<file path="config.mk">
export PLATFORM = sky130hd
export DESIGN_NAME = writeback_queue_flat
export DESIGN_NICKNAME = d
export VERILOG_FILES = /design/src/rtl/writeback_queue_if.sv /design/src/rtl/writeback_queue.sv /design/src/flat_wrapper.sv
export SDC_FILE = /design/constraint.sdc
export NUM_CORES = 1
export LEC_CHECK = 0
export ABC_AREA = 1
export BUFFER_PORTS_ARGS = -buffer_cell sky130_fd_sc_hd__buf_2
export CELL_PAD_IN_SITES_DETAIL_PLACEMENT = 1
export CELL_PAD_IN_SITES_GLOBAL_PLACEMENT = 2
export CORE_UTILIZATION = 31
export CTS_CLUSTER_SIZE = 28
export DETAILED_ROUTE_END_ITERATION = 12
export PLACE_DENSITY_LB_ADDON = 0.1
export SETUP_SLACK_MARGIN = 0.4
export SYNTH_ARGS = -nofsm -noshare
export SYNTH_HDL_FRONTEND = slang
export SYNTH_SLANG_ARGS = --single-unit
</file>
<file path="constraint.sdc">
create_clock -name clk -period 7.7 [get_ports clk]
set_clock_uncertainty 0.2 [all_clocks]
set_input_delay 1.54 -clock clk [delete_from_list [all_inputs] [get_ports clk]]
set_output_delay 1.54 -clock clk [all_outputs]
set_load 0.02 [all_outputs]
</file>
<file path="src/rtl/writeback_queue_if.sv">
// Bundles the writeback queue's source handshakes, register-file write port,
// forwarding lookups and occupancy flags.
interface writeback_queue_if #(
  parameter int DEPTH = 4
);
  localparam int CW = $clog2(DEPTH + 1);

  logic          a_valid;
  logic [4:0]    a_reg;
  logic [31:0]   a_data;
  logic          a_ready;
  logic          b_valid;
  logic [4:0]    b_reg;
  logic [31:0]   b_data;
  logic          b_ready;
  logic          write_stall;
  logic          write_en;
  logic [4:0]    write_reg;
  logic [31:0]   write_data;
  logic [4:0]    lookup_address1;
  logic [4:0]    lookup_address2;
  logic          fwd_hit1;
  logic          fwd_hit2;
  logic [31:0]   fwd_data1;
  logic [31:0]   fwd_data2;
  logic [CW-1:0] count;
  logic          full;
  logic          empty;

  // master: the pipeline around the queue (sources, regfile, operand lookup)
  modport master (
    output a_valid, a_reg, a_data, b_valid, b_reg, b_data,
    output write_stall, lookup_address1, lookup_address2,
    input  a_ready, b_ready, write_en, write_reg, write_data,
    input  fwd_hit1, fwd_hit2, fwd_data1, fwd_data2, count, full, empty
  );

  modport slave (
    input  a_valid, a_reg, a_data, b_valid, b_reg, b_data,
    input  write_stall, lookup_address1, lookup_address2,
    output a_ready, b_ready, write_en, write_reg, write_data,
    output fwd_hit1, fwd_hit2, fwd_data1, fwd_data2, count, full, empty
  );
endinterface

</file>
<file path="src/rtl/writeback_queue.sv">
// Two-source writeback FIFO in front of a single register-file write port,
// with round-robin arbitration on the last free slot and operand forwarding.
module writeback_queue #(
  parameter int DEPTH = 4
) (
  input  logic             clk,
  input  logic             rst_n,
  writeback_queue_if.slave wb
);
  localparam int PW = (DEPTH > 1) ? $clog2(DEPTH) : 1;
  localparam int CW = $clog2(DEPTH + 1);
  localparam logic [CW:0] DEPTH_W = (CW + 1)'(DEPTH);
  localparam logic [CW:0] ONE_W   = (CW + 1)'(1);

  logic [PW-1:0] head_q, head_d;
  logic [PW-1:0] tail_q, tail_d;
  logic [CW-1:0] count_q, count_d;
  logic          last_grant_q, last_grant_d;   // 1: A won the last contention

  logic [4:0]    reg_mem_q  [DEPTH];
  logic [31:0]   data_mem_q [DEPTH];

  logic [CW:0]   free;
  logic          pop;
  logic          contended;
  logic          a_wins;
  logic          push_a;
  logic          push_b;
  logic [PW-1:0] tail_b;

  assign wb.empty = (count_q == '0);
  assign wb.full  = (count_q == CW'(DEPTH));
  assign wb.count = count_q;

  assign pop           = !wb.empty && !wb.write_stall;
  assign wb.write_en   = pop;
  assign wb.write_reg  = pop ? reg_mem_q[head_q]  : 5'd0;
  assign wb.write_data = pop ? data_mem_q[head_q] : 32'd0;

  // The slot freed by this cycle's pop is reusable in the same cycle.
  assign free = DEPTH_W - {1'b0, count_q} + {{CW{1'b0}}, pop};

  assign a_wins    = !last_grant_q;
  assign contended = wb.a_valid && wb.b_valid && (free == ONE_W);

  assign wb.a_ready = (free != '0) && !(wb.b_valid && (free == ONE_W) && !a_wins);
  assign wb.b_ready = (free != '0) && !(wb.a_valid && (free == ONE_W) && a_wins);

  // Register 0 results complete the handshake but are never stored.
  assign push_a = wb.a_valid && wb.a_ready && (wb.a_reg != 5'd0);
  assign push_b = wb.b_valid && wb.b_ready && (wb.b_reg != 5'd0);
  assign tail_b = tail_q + PW'(push_a);

  always_comb begin
    head_d       = head_q;
    tail_d       = tail_q + PW'(push_a) + PW'(push_b);
    count_d      = count_q + CW'(push_a) + CW'(push_b) - CW'(pop);
    last_grant_d = last_grant_q;
    if (pop) begin
      head_d = head_q + PW'(1);
    end
    if (contended) begin
      last_grant_d = a_wins;
    end
  end

  always_ff @(posedge clk or negedge rst_n) begin
    if (!rst_n) begin
      head_q       <= '0;
      tail_q       <= '0;
      count_q      <= '0;
      last_grant_q <= 1'b0;
    end else begin
      head_q       <= head_d;
      tail_q       <= tail_d;
      count_q      <= count_d;
      last_grant_q <= last_grant_d;
    end
  end

  always_ff @(posedge clk) begin
    if (push_a) begin
      reg_mem_q[tail_q]  <= wb.a_reg;
      data_mem_q[tail_q] <= wb.a_data;
    end
    if (push_b) begin
      reg_mem_q[tail_b]  <= wb.b_reg;
      data_mem_q[tail_b] <= wb.b_data;
    end
  end

  logic [4:0] lk_addr [2];
  assign lk_addr[0] = wb.lookup_address1;
  assign lk_addr[1] = wb.lookup_address2;

  // Scan oldest to youngest so the last match seen is the youngest one.
  genvar gi;
  for (gi = 0; gi < 2; gi++) begin : g_fwd
    logic        hit_c;
    logic [31:0] data_c;
    always_comb begin
      logic [PW-1:0] idx;
      hit_c  = 1'b0;
      data_c = 32'd0;
      idx    = '0;
      for (int i = 0; i < DEPTH; i++) begin
        idx = head_q + PW'(i);
        if ((CW'(i) < count_q) && (lk_addr[gi] != 5'd0) && (reg_mem_q[idx] == lk_addr[gi])) begin
          hit_c  = 1'b1;
          data_c = data_mem_q[idx];
        end
      end
    end
  end

  assign wb.fwd_hit1  = g_fwd[0].hit_c;
  assign wb.fwd_data1 = g_fwd[0].data_c;
  assign wb.fwd_hit2  = g_fwd[1].hit_c;
  assign wb.fwd_data2 = g_fwd[1].data_c;

endmodule

</file>
<file path="src/flat_wrapper.sv">
// flat-port wrapper written by rule: the top's interface ports become plain ports
module writeback_queue_flat 
#(
  parameter int DEPTH = 4
)
  (clk, rst_n, wb_a_valid, wb_a_reg, wb_a_data, wb_b_valid, wb_b_reg, wb_b_data, wb_write_stall, wb_lookup_address1, wb_lookup_address2, wb_a_ready, wb_b_ready, wb_write_en, wb_write_reg, wb_write_data, wb_fwd_hit1, wb_fwd_hit2, wb_fwd_data1, wb_fwd_data2, wb_count, wb_full, wb_empty);
  writeback_queue_if #(.DEPTH(DEPTH)) wb_i ();
  input  logic clk;
  input  logic rst_n;
  input wire logic [$bits(wb_i.a_valid)-1:0] wb_a_valid;
  input wire logic [$bits(wb_i.a_reg)-1:0] wb_a_reg;
  input wire logic [$bits(wb_i.a_data)-1:0] wb_a_data;
  input wire logic [$bits(wb_i.b_valid)-1:0] wb_b_valid;
  input wire logic [$bits(wb_i.b_reg)-1:0] wb_b_reg;
  input wire logic [$bits(wb_i.b_data)-1:0] wb_b_data;
  input wire logic [$bits(wb_i.write_stall)-1:0] wb_write_stall;
  input wire logic [$bits(wb_i.lookup_address1)-1:0] wb_lookup_address1;
  input wire logic [$bits(wb_i.lookup_address2)-1:0] wb_lookup_address2;
  output wire logic [$bits(wb_i.a_ready)-1:0] wb_a_ready;
  output wire logic [$bits(wb_i.b_ready)-1:0] wb_b_ready;
  output wire logic [$bits(wb_i.write_en)-1:0] wb_write_en;
  output wire logic [$bits(wb_i.write_reg)-1:0] wb_write_reg;
  output wire logic [$bits(wb_i.write_data)-1:0] wb_write_data;
  output wire logic [$bits(wb_i.fwd_hit1)-1:0] wb_fwd_hit1;
  output wire logic [$bits(wb_i.fwd_hit2)-1:0] wb_fwd_hit2;
  output wire logic [$bits(wb_i.fwd_data1)-1:0] wb_fwd_data1;
  output wire logic [$bits(wb_i.fwd_data2)-1:0] wb_fwd_data2;
  output wire logic [$bits(wb_i.count)-1:0] wb_count;
  output wire logic [$bits(wb_i.full)-1:0] wb_full;
  output wire logic [$bits(wb_i.empty)-1:0] wb_empty;
  assign wb_i.a_valid = wb_a_valid;
  assign wb_i.a_reg = wb_a_reg;
  assign wb_i.a_data = wb_a_data;
  assign wb_i.b_valid = wb_b_valid;
  assign wb_i.b_reg = wb_b_reg;
  assign wb_i.b_data = wb_b_data;
  assign wb_i.write_stall = wb_write_stall;
  assign wb_i.lookup_address1 = wb_lookup_address1;
  assign wb_i.lookup_address2 = wb_lookup_address2;
  assign wb_a_ready = wb_i.a_ready;
  assign wb_b_ready = wb_i.b_ready;
  assign wb_write_en = wb_i.write_en;
  assign wb_write_reg = wb_i.write_reg;
  assign wb_write_data = wb_i.write_data;
  assign wb_fwd_hit1 = wb_i.fwd_hit1;
  assign wb_fwd_hit2 = wb_i.fwd_hit2;
  assign wb_fwd_data1 = wb_i.fwd_data1;
  assign wb_fwd_data2 = wb_i.fwd_data2;
  assign wb_count = wb_i.count;
  assign wb_full = wb_i.full;
  assign wb_empty = wb_i.empty;
  writeback_queue #(.DEPTH(DEPTH)) u_core (.clk(clk), .rst_n(rst_n), .wb(wb_i));
endmodule
</file>
# Word-level counts from Yosys, hierarchy flattened
# Memories as Yosys holds them, arrays and structs flattened.
# Index checks and enable logic that the tools add are counted.
[op_classes]
add_sub_neg = 10
n_eq_ne = 10
magnitude_cmp = 4
n_reduce_logical = 40
muxes = 22
[op_table]
columns = ["operator", "n"]
rows = [
  ["$mux W32", 9],
  ["$eq A5 B5 Y1", 8],
  ["$logic_and A1 B1 Y1", 29],
  ["$reduce_bool A5 Y1", 4],
  ["$mux W1", 12],
  ["$add A3 B1 Y3", 2],
  ["$lt A1 B3 Y1 const A", 2],
  ["$lt A2 B3 Y1 const A", 2],
  ["$logic_not A1 Y1", 5],
  ["$mux W5", 1],
  ["$add A2 B1 Y2", 2],
  ["$add A2 B2 Y2 const B", 2],
  ["$add A4 B1 Y4", 1],
  ["$eq A4 B1 Y1 const B", 1],
  ["$reduce_bool A4 Y1", 1],
  ["$sub A3 B3 Y4 const A", 1],
  ["$eq A3 B3 Y1 const B", 1],
  ["$logic_not A3 Y1", 1],
  ["$sub A3 B1 Y3", 1],
  ["$add A2 B1 Y2 const B", 1],
]
[totals]
input_bits = 89
mem_bits_rw = 148
out_inout_bits = 111
word_cells = 92
mem_count = 2
regBits = 8
[mem_list]
columns = ["name", "words", "width", "rd", "rd_ports_with_merged_regs", "write_ports", "line", "rtl"]
rows = [
  ["u_core.data_mem_q", 4, 32, 4, 0, 2, "writeback_queue.sv:21", "logic [31:0] data_mem_q [DEPTH];"],
  ["u_core.reg_mem_q", 4, 5, 4, 0, 2, "writeback_queue.sv:20", "logic [4:0] reg_mem_q [DEPTH];"],
]

# Logic depth before layout (Yosys ltp)
# Gate-level depths: netlist of run 1.
[logic_depth]
depth_word = 14
mapped_depth = 24

# Least setup slack after synthesis of run 1
# Ideal clock, no wire load.
[synth_path]
path_type = "input-to-reg"
start = "in wb_write_stall"
end = "mem u_core.data_mem_q[0][0] (enable)"
required_ps = 7013
path_stages = 14
arrival_time_ps = 6121
slack_ps = 892
path_cell_list = "nor2_1 inv_1 clkbuf_1 ha_1 inv_1 ha_1 o21ai_1 nand2_1 inv_1 nand3_1 nand2_1 nor2_1 inv_1 o31ai_1"
[synth_rtl]
columns = ["item", "line", "rtl"]
rows = [
  ["start: declaration", "flat_wrapper.sv:16", "input wire logic [$bits(wb_i.write_stall)-1:0] wb_write_stall;"],
  ["end: declaration", "writeback_queue.sv:21", ""],
]

# Final worst setup path of run 1
[layout_path]
start = "reg u_core.head_q[1]"
end = "out wb_fwd_data1[31]"
[layout_via]
elab_chain_cells = 7
word_cells_on_any_way = 17
classes_between = "add/sub (3); eq/ne (4); mux (4); reduce/logical (4); memory (2)"
[layout_rtl]
columns = ["item", "line", "rtl"]
rows = [
  ["start: declaration", "writeback_queue.sv:15", "logic [PW-1:0] head_q, head_d;"],
  ["start signal: assignment", "writeback_queue.sv:69", "head_q <= '0;"],
  ["start signal: assignment", "writeback_queue.sv:74", "head_q <= head_d;"],
  ["$add A2 B1 Y2 or $mem_v2 Z4 W5 (tied branches)", "n/a", ""],
  ["$mem_v2 Z4 W5 or $eq A5 B5 Y1 (tied branches)", "n/a", ""],
  ["$eq A5 B5 Y1 or $logic_and A1 B1 Y1 (tied branches)", "writeback_queue.sv:108", "if ((CW'(i) < count_q) && (lk_addr[gi] != 5'd0) && (reg_mem_q[idx] == lk_addr[gi])) begin"],
  ["$logic_and A1 B1 Y1 or $mux W32 (tied branches)", "writeback_queue.sv:108", ""],
  ["$mux W32 (2 in a row)", "writeback_queue.sv:108", ""],
  ["$mux W32 (*)", "writeback_queue.sv:108", ""],
  ["end: declaration", "flat_wrapper.sv:26", "output wire logic [$bits(wb_i.fwd_data1)-1:0] wb_fwd_data1;"],
]
# Every way passes the cells marked *; elsewhere a longest branch is shown, timed or not.

==> results.md, run 1 <==
- Largest net degree at the start of global routing: 122
- Vias per Instance: 5.104
- Drt first pass iters: 6
- Result of the run: finished, final reports clean
- Fin worst setup slack: 0.9133 ns
- Worst slew margin: 16.67%
- Residual antenna-violating net count after detailed routing: 0
- Fillers: 5,774
- Overall via count from detail_route: 15,030
- Die width: 213.0 um
- # H-tree levels: 4
- Min-delay worst type: reg -> reg
- Warnings, synthesis: 0
- Final non-filler cell area: 15,680 um^2
- WL final: 55.05 mm
- Post-synthesis cell count: 2,263
- Max-cap violations: 0
- Length in cells of the worst reg-to-reg path: 21
- Pre-CTS setup slack: 0.7806 ns
- RSZ-0062 raised after global routing: no
- Highest fanout seen on the critical path: 78
- Clock edge transition at the registers on the reported setup and hold paths: 0.07 ns
- Clock buffers created by TritonCTS: 17
- Share of the clock period used by the worst path: 88.14%
- Total of flip-flops plus latches after synthesis: 156
- Cell seen most often among critical-path stages: sky130_fd_sc_hd__nand2_1
- Routed length on met3: 2.304 mm
- Final HPWL from detailed placement: 37.24 mm
- Worst path cell trace: inv_2, nand2_2, nand2_4, nand2_1, nand2_1, nand2_1, a21oi_4, buf_4, nand3_2, nand2_1, nand3_1, nand2_1, nand2_1, buf_2
- Share of synthesized flip-flops with an asynchronous set or reset: 5.128%
- Effective utilization at floorplan: 31.77%
- I/O Pins: 200
- Count of buffers added by post-CTS timing repair for setup: 0
- Top routing layer used: met4
- Total of buffers placed on input and output ports: 199
- Leakage power of the design: 0.007690 uW
- Violation count after the first detailed-route iteration: 895
- Unique cell type count in the Yosys netlist: 32
- Accumulated negative setup slack: 0 ns
- Count of endpoints failing hold in the final timing report: 0
- Die Y-Extent: 213.0 um
- Count of standard-cell rows: 76
- Crit path capture type: output pin
- Layout cells sized above 1: 12.34%
- WL met2: 26.69 mm
- Area occupied by multi-input gates: 7899 um^2
- Die ar.: 45,390 um^2
- PwrDens: 535.7 nW/um^2
- GR Util All Layers: 24.66%
- DP Area: 15,070 um^2
- Delay contributed by the slowest stage of the critical path: 0.95 ns
- Remaining design rule violation count: 0
- Max clock buf depth: 2
- Flip-flop cell with the highest count after synthesis: sky130_fd_sc_hd__edfxtp_1
- Library cell used as clock root buffer: sky130_fd_sc_hd__clkbuf_16
- Syn nets: 2,362
- PostCTS Resize Cnt: 0
- Count of hold-fix buffers inserted at cts: 0
- CTS tree: yes
- Average cell area after synthesis: 6.101 um^2
- Termination of the worst setup path: wb_fwd_data1[31]
- Minimum clock period: 6.787 ns
- Final Wtd Congestion: 0.8260
- Reg-to-reg setup timing slack: 1.92 ns
- Data arrival time of the worst path: 5.05 ns
- Routed wire per std cell: 18.69 um
- Global-route wire length before repair: 85.13 mm
- Layout overhead on the synthesized area: 13.55%
- Count of final max-slew check failures: 0
- FF-to-FF End: u_core.data_mem_q[3][25]
- Transition time of the tightest slew-check pin: 1.250 ns
- Fin cells: 2,945
- Antenna violations before repair: 1
- Summed instance area of the synthesized netlist: 13,810 um^2
- Sequential share of the synthesized area: 33.64%
- Number of enable-type register cells in the synthesized netlist: 148
- WP data required: 5.96 ns
- Critical path type: reg -> out
- Core area: 43,460 um^2
- Met1 wire length: 25.04 mm
- Setup crit start kind: flip-flop
- Number of placed instances, taps included: 2,912
- Launch point of the worst path: u_core.head_q[1]
- Latest clock arrival within the worst-skew pair: 0.43 ns
- Vias in the first global route: 15,000
- Final-stage net count: 2,445
- Global route total overflow: 0
- Launch instance of the worst register-to-register path: u_core.wb.count[1]
- Final setup violation count: 0
- TritonCTS sink count: 156
- FF/Latch Area: 4652 um^2
- Highest ir drop seen on vdd: 0.0003397 V
- Cell at the slowest stage of the critical path: sky130_fd_sc_hd__nand3_2
- Maximum clock frequency: 147.3 MHz
[kinds of logic after synthesis]
group | count (synthesis) | synth area share [%]
AO/OA/AOI/OAI | 383 | 14.13
XOR/XNOR | 11 | 0.6978
adder cells (fa/ha/maj) | 10 | 1.015
buffers and inverters | 322 | 10.15
flip-flops | 156 | 33.64
AND/OR/NAND/NOR | 1381 | 40.37
[sequential cells by signal (all words and copies together), names as in the netlist]
name	count
u_core.tail_q	2
u_core.wb.count	3
u_core.last_grant_q	1
u_core.head_q	2
u_core.reg_mem_q	20
u_core.data_mem_q	128
[critical path, delay by kind of cell (launching register included)]
kind	cells	cell delay [ns]
AO/OA/AOI/OAI	1	0.12
flip-flops	1	0.67
AND/OR/NAND/NOR	10	2.82
buffers and inverters	3	0.95
[power by group]
| part | internal (uW) | leakage [uW] | switching [uW] | total [uW] |
|---|---|---|---|---|
| combinational | 1420 | 0.00594 | 4320 | 5740 |
| sequential | 1550 | 0.00147 | 227 | 1770 |
| clock | 514 | 0.000277 | 369 | 883 |
| total | 3480 | 0.00769 | 4920 | 8400 |
[how the worst min path moves through the flow]
stage,from,cells past startpoint,end
after detailed placement,u_core.last_grant_q,2,u_core.last_grant_q
final,u_core.last_grant_q,2,u_core.last_grant_q
after CTS,u_core.last_grant_q,2,u_core.last_grant_q
after global routing,u_core.last_grant_q,2,u_core.last_grant_q
after global placement,u_core.last_grant_q,2,u_core.last_grant_q
after floorplan,u_core.last_grant_q,2,u_core.last_grant_q
[cells in the mapped netlist (all sizes together), types with 3 or more instances]
| cell type | number | area [um^2] |
|---|---|---|
| nand4 | 67 | 419.2 |
| dfrtp | 8 | 200.2 |
| ha | 8 | 100.1 |
| nand2 | 906 | 3416 |
| xor2 | 8 | 70.07 |
| xnor2 | 3 | 26.28 |
| edfxtp | 148 | 4444 |
| o21ai | 374 | 1883 |
| inv | 162 | 608.1 |
| nand3 | 133 | 680.7 |
| a21oi | 5 | 36.29 |
| nor2 | 272 | 1038 |
| clkbuf | 57 | 214.0 |
| buf | 103 | 579.3 |
[per-stage QoR]
step / hold WS, ns / total power, uW / util (%)
finish: 0.3783 / 8398 / 36.08
global route: 0.4100 / 9158 / 36.07
CTS: 0.3798 / 8442 / 36.07
detailed placement: 0.3677 / 7542 / 34.69
global placement: 0.3471 / 7389 / 34.69
floorplan: 0.3315 / 5627 / -
[cell type report]
cell class | count | area share, %
diodes | 1 | 0.01596
clock buffers | 20 | 2.785
clock inverters | 12 | 1.045
inverters | 162 | 3.879
multi-input cells | 1785 | 50.38
flip-flops and latches | 156 | 29.67
well taps | 585 | 4.669
repair buffers | 224 | 7.550
[cell usage in the layout (no fill, tap or decap), types with 7 or more instances in the layout]
cell type                   Yosys  layout
sky130_fd_sc_hd__nand4_1       67      67
sky130_fd_sc_hd__nand3_1      130     125
sky130_fd_sc_hd__buf_2         76     199
sky130_fd_sc_hd__ha_1           8       8
sky130_fd_sc_hd__inv_1        158     157
sky130_fd_sc_hd__nor2_4         1       7
sky130_fd_sc_hd__buf_4         16      25
sky130_fd_sc_hd__o21ai_0      343     343
sky130_fd_sc_hd__o21ai_1       28      28
sky130_fd_sc_hd__nand2_1      902     898
sky130_fd_sc_hd__edfxtp_1     148     148
sky130_fd_sc_hd__nor2_1       267     265
sky130_fd_sc_hd__xor2_1         8       8
sky130_fd_sc_hd__clkbuf_16      0      17
[routing by layer]
metal | vias to the layer above | GRT usage (%)
li1 | 7476 | -
met1 | 7144 | 32.09
met2 | 347 | 43.31
met3 | 65 | 2.515
met4 | 0 | 6.326
met5 | - | 0
Power figures use the tool's default switching activity.
==> run 2: changes to the inputs <==
- CORE_ASPECT_RATIO: not set -> 0.8
==> results.md, run 2 (same netlist as run 1, synthesis figures left out) <==
- Residual antenna-violating net count after detailed routing: 0 (unchanged)
- Drt first pass iters: 5 (was 6)
- Count of buffers added by post-CTS timing repair for setup: 0 (unchanged)
- Vias per Instance: 5.228 (was 5.104)
- Largest net degree at the start of global routing: 132 (was 122)
- Data arrival time of the worst path: 4.77 ns (was 5.05 ns)
- Count of hold-fix buffers inserted at cts: 0 (unchanged)
- Antenna violations before repair: 2 (was 1)
- Count of standard-cell rows: 68 (was 76)
- Transition time of the tightest slew-check pin: 1.143 ns (was 1.250 ns)
- Clock buffers created by TritonCTS: 17 (unchanged)
- Latest clock arrival within the worst-skew pair: 0.42 ns (was 0.43 ns)
- Violation count after the first detailed-route iteration: 1,430 (was 895)
- Largest register by flop count: u_core.data_mem_q (unchanged)
- Final-stage net count: 2,447 (was 2,445)
- Final Wtd Congestion: 0.8811 (was 0.8260)
- Global route total overflow: 0 (unchanged)
- Crit path capture type: output pin (unchanged)
- WL final: 63.15 mm (was 55.05 mm)
- Total of buffers placed on input and output ports: 199 (unchanged)
- # H-tree levels: 4 (unchanged)
- RSZ-0062 raised after global routing: no (unchanged)
- Met3 Use GR: 2.244% (was 2.515%)
- Core area: 43,560 um^2 (was 43,460 um^2)
- Count of endpoints failing hold in the final timing report: 0 (unchanged)
- Share of the clock period used by the worst path: 84.56% (was 88.14%)
- Setup crit start kind: flip-flop (unchanged)
- Commonest non-fill, non-tap cell in the layout: sky130_fd_sc_hd__nand2_1 (unchanged)
- Min-delay worst type: reg -> reg (unchanged)
- Max FFs per register: 128 (unchanged)
- Highest fanout seen on the critical path: 120 (was 78)
- Remaining design rule violation count: 0 (unchanged)
- Global-route wire length before repair: 92.96 mm (was 85.13 mm)
- TritonCTS sink count: 156 (unchanged)
- Layout overhead on the synthesized area: 13.25% (was 13.55%)
- Overall via count from detail_route: 15,470 (was 15,030)
- Final HPWL from detailed placement: 48.55 mm (was 37.24 mm)
- I/O Pins: 200 (unchanged)
- Top library cells by usage in the layout, fill and taps aside: sky130_fd_sc_hd__nand2_1, sky130_fd_sc_hd__o21ai_0, sky130_fd_sc_hd__nor2_1 (unchanged)
- Clock edge transition at the registers on the reported setup and hold paths: 0.06 ns (was 0.07 ns)
- Die Y-Extent: 190.8 um (was 213.0 um)
- Layout cells sized above 1: 12.24% (was 12.34%)
- Die ar.: 45,390 um^2 (about the same)
- Accumulated negative setup slack: 0 ns (unchanged)
- Minimum clock period: 6.512 ns (was 6.787 ns)
- Effective utilization at floorplan: 31.70% (was 31.77%)
- Routed wire per std cell: 21.35 um (was 18.69 um)
- Max-cap violations: 0 (unchanged)
- Met2 Resource Use GR: 32.64% (was 43.31%)
- Final setup violation count: 0 (unchanged)
- Die width: 238.0 um (was 213.0 um)
- Worst slew margin: 23.61% (was 16.67%)
- Vias in the first global route: 14,030 (was 15,000)
- Maximum clock frequency: 153.6 MHz (was 147.3 MHz)
- Library cell used as clock root buffer: sky130_fd_sc_hd__clkbuf_16 (unchanged)
- CTS tree: yes (unchanged)
- Peak-usage layer in the global routing report: met1 (was met2)
- Count of final max-slew check failures: 0 (unchanged)
- WP data required: 5.96 ns (about the same)
- Max clock buf depth: 2 (unchanged)
- Result of the run: finished, final reports clean (unchanged)
- Critical path type: reg -> out (unchanged)
- GR met1 Demand/Resource: 50.10% (was 32.09%)
- GR Util All Layers: 27.53% (was 24.66%)
- PostCTS Resize Cnt: 0 (unchanged)
-- run 2: cell type report --
type	count	area [um^2]
Multi-Input combinational cell	1785	7829
Sequential cell	156	4652
Tap cell	595	744.5
Clock buffer	18	429.2
Inverter	162	608.1
Timing Repair Buffer	226	1199
Antenna cell	2	5.005
Clock inverter	14	170.2
Fill cell	5776	27930
-- run 2: final timing paths --
path,cells past startpoint,from,end,slack (ns)
worst min-delay path,2,u_core.last_grant_q,u_core.last_grant_q,0.37
worst max register to register,19,u_core.wb.count[2],u_core.data_mem_q[2][20],2.79
min in group asynchronous,1,rst_n,u_core.last_grant_q,0.76
worst max-delay path,14,u_core.head_q[0],wb_fwd_data1[0],1.19
max in group asynchronous,1,rst_n,u_core.head_q[0],6.32
worst min register to register,2,u_core.last_grant_q,u_core.last_grant_q,0.37
-- run 2: critical path, cell delays in order (launching register included) --
cell                      delay [ns]
sky130_fd_sc_hd__dfrtp_4        0.41
sky130_fd_sc_hd__buf_4          0.75
sky130_fd_sc_hd__nand2_2        0.14
sky130_fd_sc_hd__nand2_4        0.58
sky130_fd_sc_hd__nand3_1        0.22
sky130_fd_sc_hd__nand3_1        0.13
sky130_fd_sc_hd__nand2_1        0.06
sky130_fd_sc_hd__nor2_2         0.07
sky130_fd_sc_hd__buf_4          0.38
sky130_fd_sc_hd__nand3_2        0.80
sky130_fd_sc_hd__nand2_1        0.29
sky130_fd_sc_hd__nand3_1        0.10
sky130_fd_sc_hd__nand2_1        0.14
sky130_fd_sc_hd__nand2_1        0.09
sky130_fd_sc_hd__buf_2          0.17
-- run 2: metal layers --
layer	wire length, um	vias up	part of all wire (%)
met5	0	-	0
met4	427	0	0.68
met3	4076	24	6.5
met2	21810	526	35
met1	36830	7436	58
li1	-	7479	-
-- run 2: through the flow --
| stage | instance area [um^2] | hold WS, ns | util [%] | std cells | worst slack, ns |
|---|---|---|---|---|---|
| 3_3_place_gp | 15030 | 0.3495 | 34.51 | 2924 | 1.744 |
| 5_1_grt | 15640 | 0.4185 | 35.89 | 2958 | 0.7747 |
| 2_1_floorplan | 13810 | 0.3315 | - | 2263 | 0.8918 |
| 4_1_cts | 15630 | 0.3757 | 35.88 | 2956 | 1.231 |
| 3_5_place_dp | 15030 | 0.3623 | 34.51 | 2924 | 1.681 |
| 6_report | 15640 | 0.3706 | 35.89 | 2958 | 1.189 |
Power of run 2 is left out: the tool's default activity adds up to more than one toggle a clock period on the data nets, which glitch-free logic cannot reach.
==> run 3: changes to the inputs <==
- CORE_UTILIZATION: 31 -> 28
- clock period: 7.7 -> 5.7 ns (I/O delays scaled with it)
==> results.md, run 3 (same netlist as run 1, synthesis figures left out) <==
- Final Wtd Congestion: 0.8463 (was 0.8811)
- WP data required: 4.36 ns (was 5.96 ns)
- Drt first pass iters: 5 (unchanged)
- Remaining design rule violation count: 0 (unchanged)
- Setup crit start kind: flip-flop (unchanged)
- GR Util All Layers: 25.02% (was 27.53%)
- Vias per Instance: 5.117 (was 5.228)
- Global route total overflow: 0 (unchanged)
- Final HPWL from detailed placement: 49.01 mm (was 48.55 mm)
- # H-tree levels: 4 (unchanged)
- Residual antenna-violating net count after detailed routing: 0 (unchanged)
- Die ar.: 50,210 um^2 (was 45,390 um^2)
- Commonest non-fill, non-tap cell in the layout: sky130_fd_sc_hd__nand2_1 (unchanged)
- Top library cells by usage in the layout, fill and taps aside: sky130_fd_sc_hd__nand2_1, sky130_fd_sc_hd__o21ai_0, sky130_fd_sc_hd__nor2_1 (unchanged)
- Count of buffers added by post-CTS timing repair for setup: 0 (unchanged)
- Result of the run: finished, final reports clean (unchanged)
- Transition time of the tightest slew-check pin: 1.026 ns (was 1.143 ns)
- Vias in the first global route: 14,190 (was 14,030)
- Final setup violation count: 0 (unchanged)
- RSZ-0062 raised after global routing: no (unchanged)
- Total of buffers placed on input and output ports: 199 (unchanged)
- Largest net degree at the start of global routing: 210 (was 132)
- Max FFs per register: 128 (unchanged)
- Fillers: 6,355 (was 5,776)
- Minimum clock period: 4.966 ns
- Die Y-Extent: 200.6 um (was 190.8 um)
- Count of final max-slew check failures: 0 (unchanged)
- Clock edge transition at the registers on the reported setup and hold paths: 0.06 ns (about the same)
- I/O Pins: 200 (unchanged)
- Largest register by flop count: u_core.data_mem_q (unchanged)
- CTS tree: yes (unchanged)
- Min-delay worst type: in -> async (was reg -> reg)
- Layout overhead on the synthesized area: 15.03% (was 13.25%)
- Final non-filler cell area: 15,880 um^2 (was 15,640 um^2)
- Max clock buf depth: 2 (unchanged)
- Peak-usage layer in the global routing report: met1 (unchanged)
- TritonCTS sink count: 156 (unchanged)
- WL final: 64.50 mm (was 63.15 mm)
- Routed wire per std cell: 21.51 um (was 21.35 um)
- Highest fanout seen on the critical path: 32 (was 120)
- Critical path type: reg -> out (unchanged)
- Count of standard-cell rows: 72 (was 68)
- Max-cap violations: 0 (unchanged)
- Pre-CTS setup slack: 0.8038 ns (was 1.681 ns)
- Effective utilization at floorplan: 28.49% (was 31.70%)
- Cell seen most often among critical-path stages: sky130_fd_sc_hd__nand2_1 (unchanged)
- Worst path cell trace: inv_4, nand2_1, nand2_2, buf_4, nand2_1, nand3_1, nand2_1, nor2_2, buf_4, nand4_1, nand3_1, nand2_1, nand2_1, buf_2 (was buf_4, nand2_2, nand2_4, nand3_1, nand3_1, nand2_1, nor2_2, buf_4, nand3_2, nand2_1, nand3_1, nand2_1, nand2_1, buf_2)
- Fin worst setup slack: 0.7341 ns (was 1.189 ns)
- Clock buffers created by TritonCTS: 17 (unchanged)
- Share of the clock period used by the worst path: 87.12%
- Global-route wire length before repair: 95.29 mm (was 92.96 mm)
- Met2 Resource Use GR: 30.70% (was 32.64%)
- Library cell used as clock root buffer: sky130_fd_sc_hd__clkbuf_16 (unchanged)
- Antenna violations before repair: 1 (was 2)
- Core area: 48,470 um^2 (was 43,560 um^2)
- Final-stage net count: 2,456 (was 2,447)
- GR met1 Demand/Resource: 44.89% (was 50.10%)
- DP Area: 15,160 um^2 (was 15,030 um^2)
- Met3 Use GR: 2.360% (was 2.244%)
- Violation count after the first detailed-route iteration: 1,356 (was 1,430)
- Layout cells sized above 1: 12.63% (was 12.24%)
- Crit path capture type: output pin (unchanged)
- Count of endpoints failing hold in the final timing report: 0 (unchanged)
- Overall via count from detail_route: 15,350 (was 15,470)
- Data arrival time of the worst path: 3.63 ns (was 4.77 ns)
- Maximum clock frequency: 201.4 MHz
- Delay contributed by the slowest stage of the critical path: 0.64 ns (was 0.80 ns)
- Die width: 250.3 um (was 238.0 um)
- Accumulated negative setup slack: 0 ns (unchanged)
- Latest clock arrival within the worst-skew pair: 0.42 ns (about the same)
- Cell at the slowest stage of the critical path: sky130_fd_sc_hd__dfrtp_4 (was sky130_fd_sc_hd__nand3_2)
- Worst slew margin: 31.61% (was 23.61%)
run 3: cell types whose count changed in the layout (fill, tap and decap cells not counted), moves of 2 or more:
cell / change
sky130_fd_sc_hd__bufinv_16: +2
sky130_fd_sc_hd__clkinvlp_4: -3
sky130_fd_sc_hd__nand3_4: +5
sky130_fd_sc_hd__nand3_2: -5
sky130_fd_sc_hd__buf_4: +4
sky130_fd_sc_hd__o21ai_2: +2
sky130_fd_sc_hd__o21ai_1: -2
sky130_fd_sc_hd__buf_12: +2
sky130_fd_sc_hd__clkinv_1: -2
run 3: worst paths after layout:
kind | startpoint | endpoint | slack, ns | cells past startpoint
worst max-delay path | u_core.head_q[0] | wb_fwd_data2[5] | 0.73 | 14
worst min-delay path | rst_n | u_core.tail_q[1] | 0.36 | 1
worst max register to register | u_core.wb.count[2] | u_core.data_mem_q[0][10] | 1.30 | 19
worst min register to register | u_core.last_grant_q | u_core.last_grant_q | 0.37 | 2
max in group asynchronous | rst_n | u_core.head_q[0] | 4.73 | 1
min in group clk | u_core.last_grant_q | u_core.last_grant_q | 0.37 | 2
run 3: routing by layer:
layer	up-vias	wire, um
li1	7498	-
met1	7365	37180
met2	468	23210
met3	15	3784
met4	0	329
met5	-	0
run 3: repair_timing:
action / CTS / global route
hold buffers: 0 / 0
setup endpoints to repair: 0 / 66
resized for setup: 0 / 10
endpoints found under the hold margin: 0 / 0
run 3: metrics by stage:
step	hold slack (ns)	std cells	utilization, %
after detailed placement	0.3553	2965	31.29
after global routing	0.3620	2997	32.76
after CTS	0.3543	2995	32.58
final	0.3596	2999	32.77
after floorplan	0.3315	2263	-
after global placement	0.3534	2965	31.29
run 3: critical path, delay by kind of cell, from the launching register on:
kind,cells,cell delay (ns)
buffers and inverters,4,1.25
AND/OR/NAND/NOR,10,1.28
flip-flops,1,0.64
run 3: cell type report:
cell class / count / area [um^2] / share of cell area, %
Multi-Input combinational cell: 1786 / 7880 / 49.61
Sequential cell: 156 / 4652 / 29.29
Tap cell: 629 / 787.0 / 4.955
Clock inverter: 11 / 193.9 / 1.221
Antenna cell: 2 / 5.005 / 0.03151
Timing Repair Buffer: 234 / 1321 / 8.319
Inverter: 162 / 610.6 / 3.844
Clock buffer: 19 / 432.9 / 2.726
Power of run 3 is left out for the same reason.
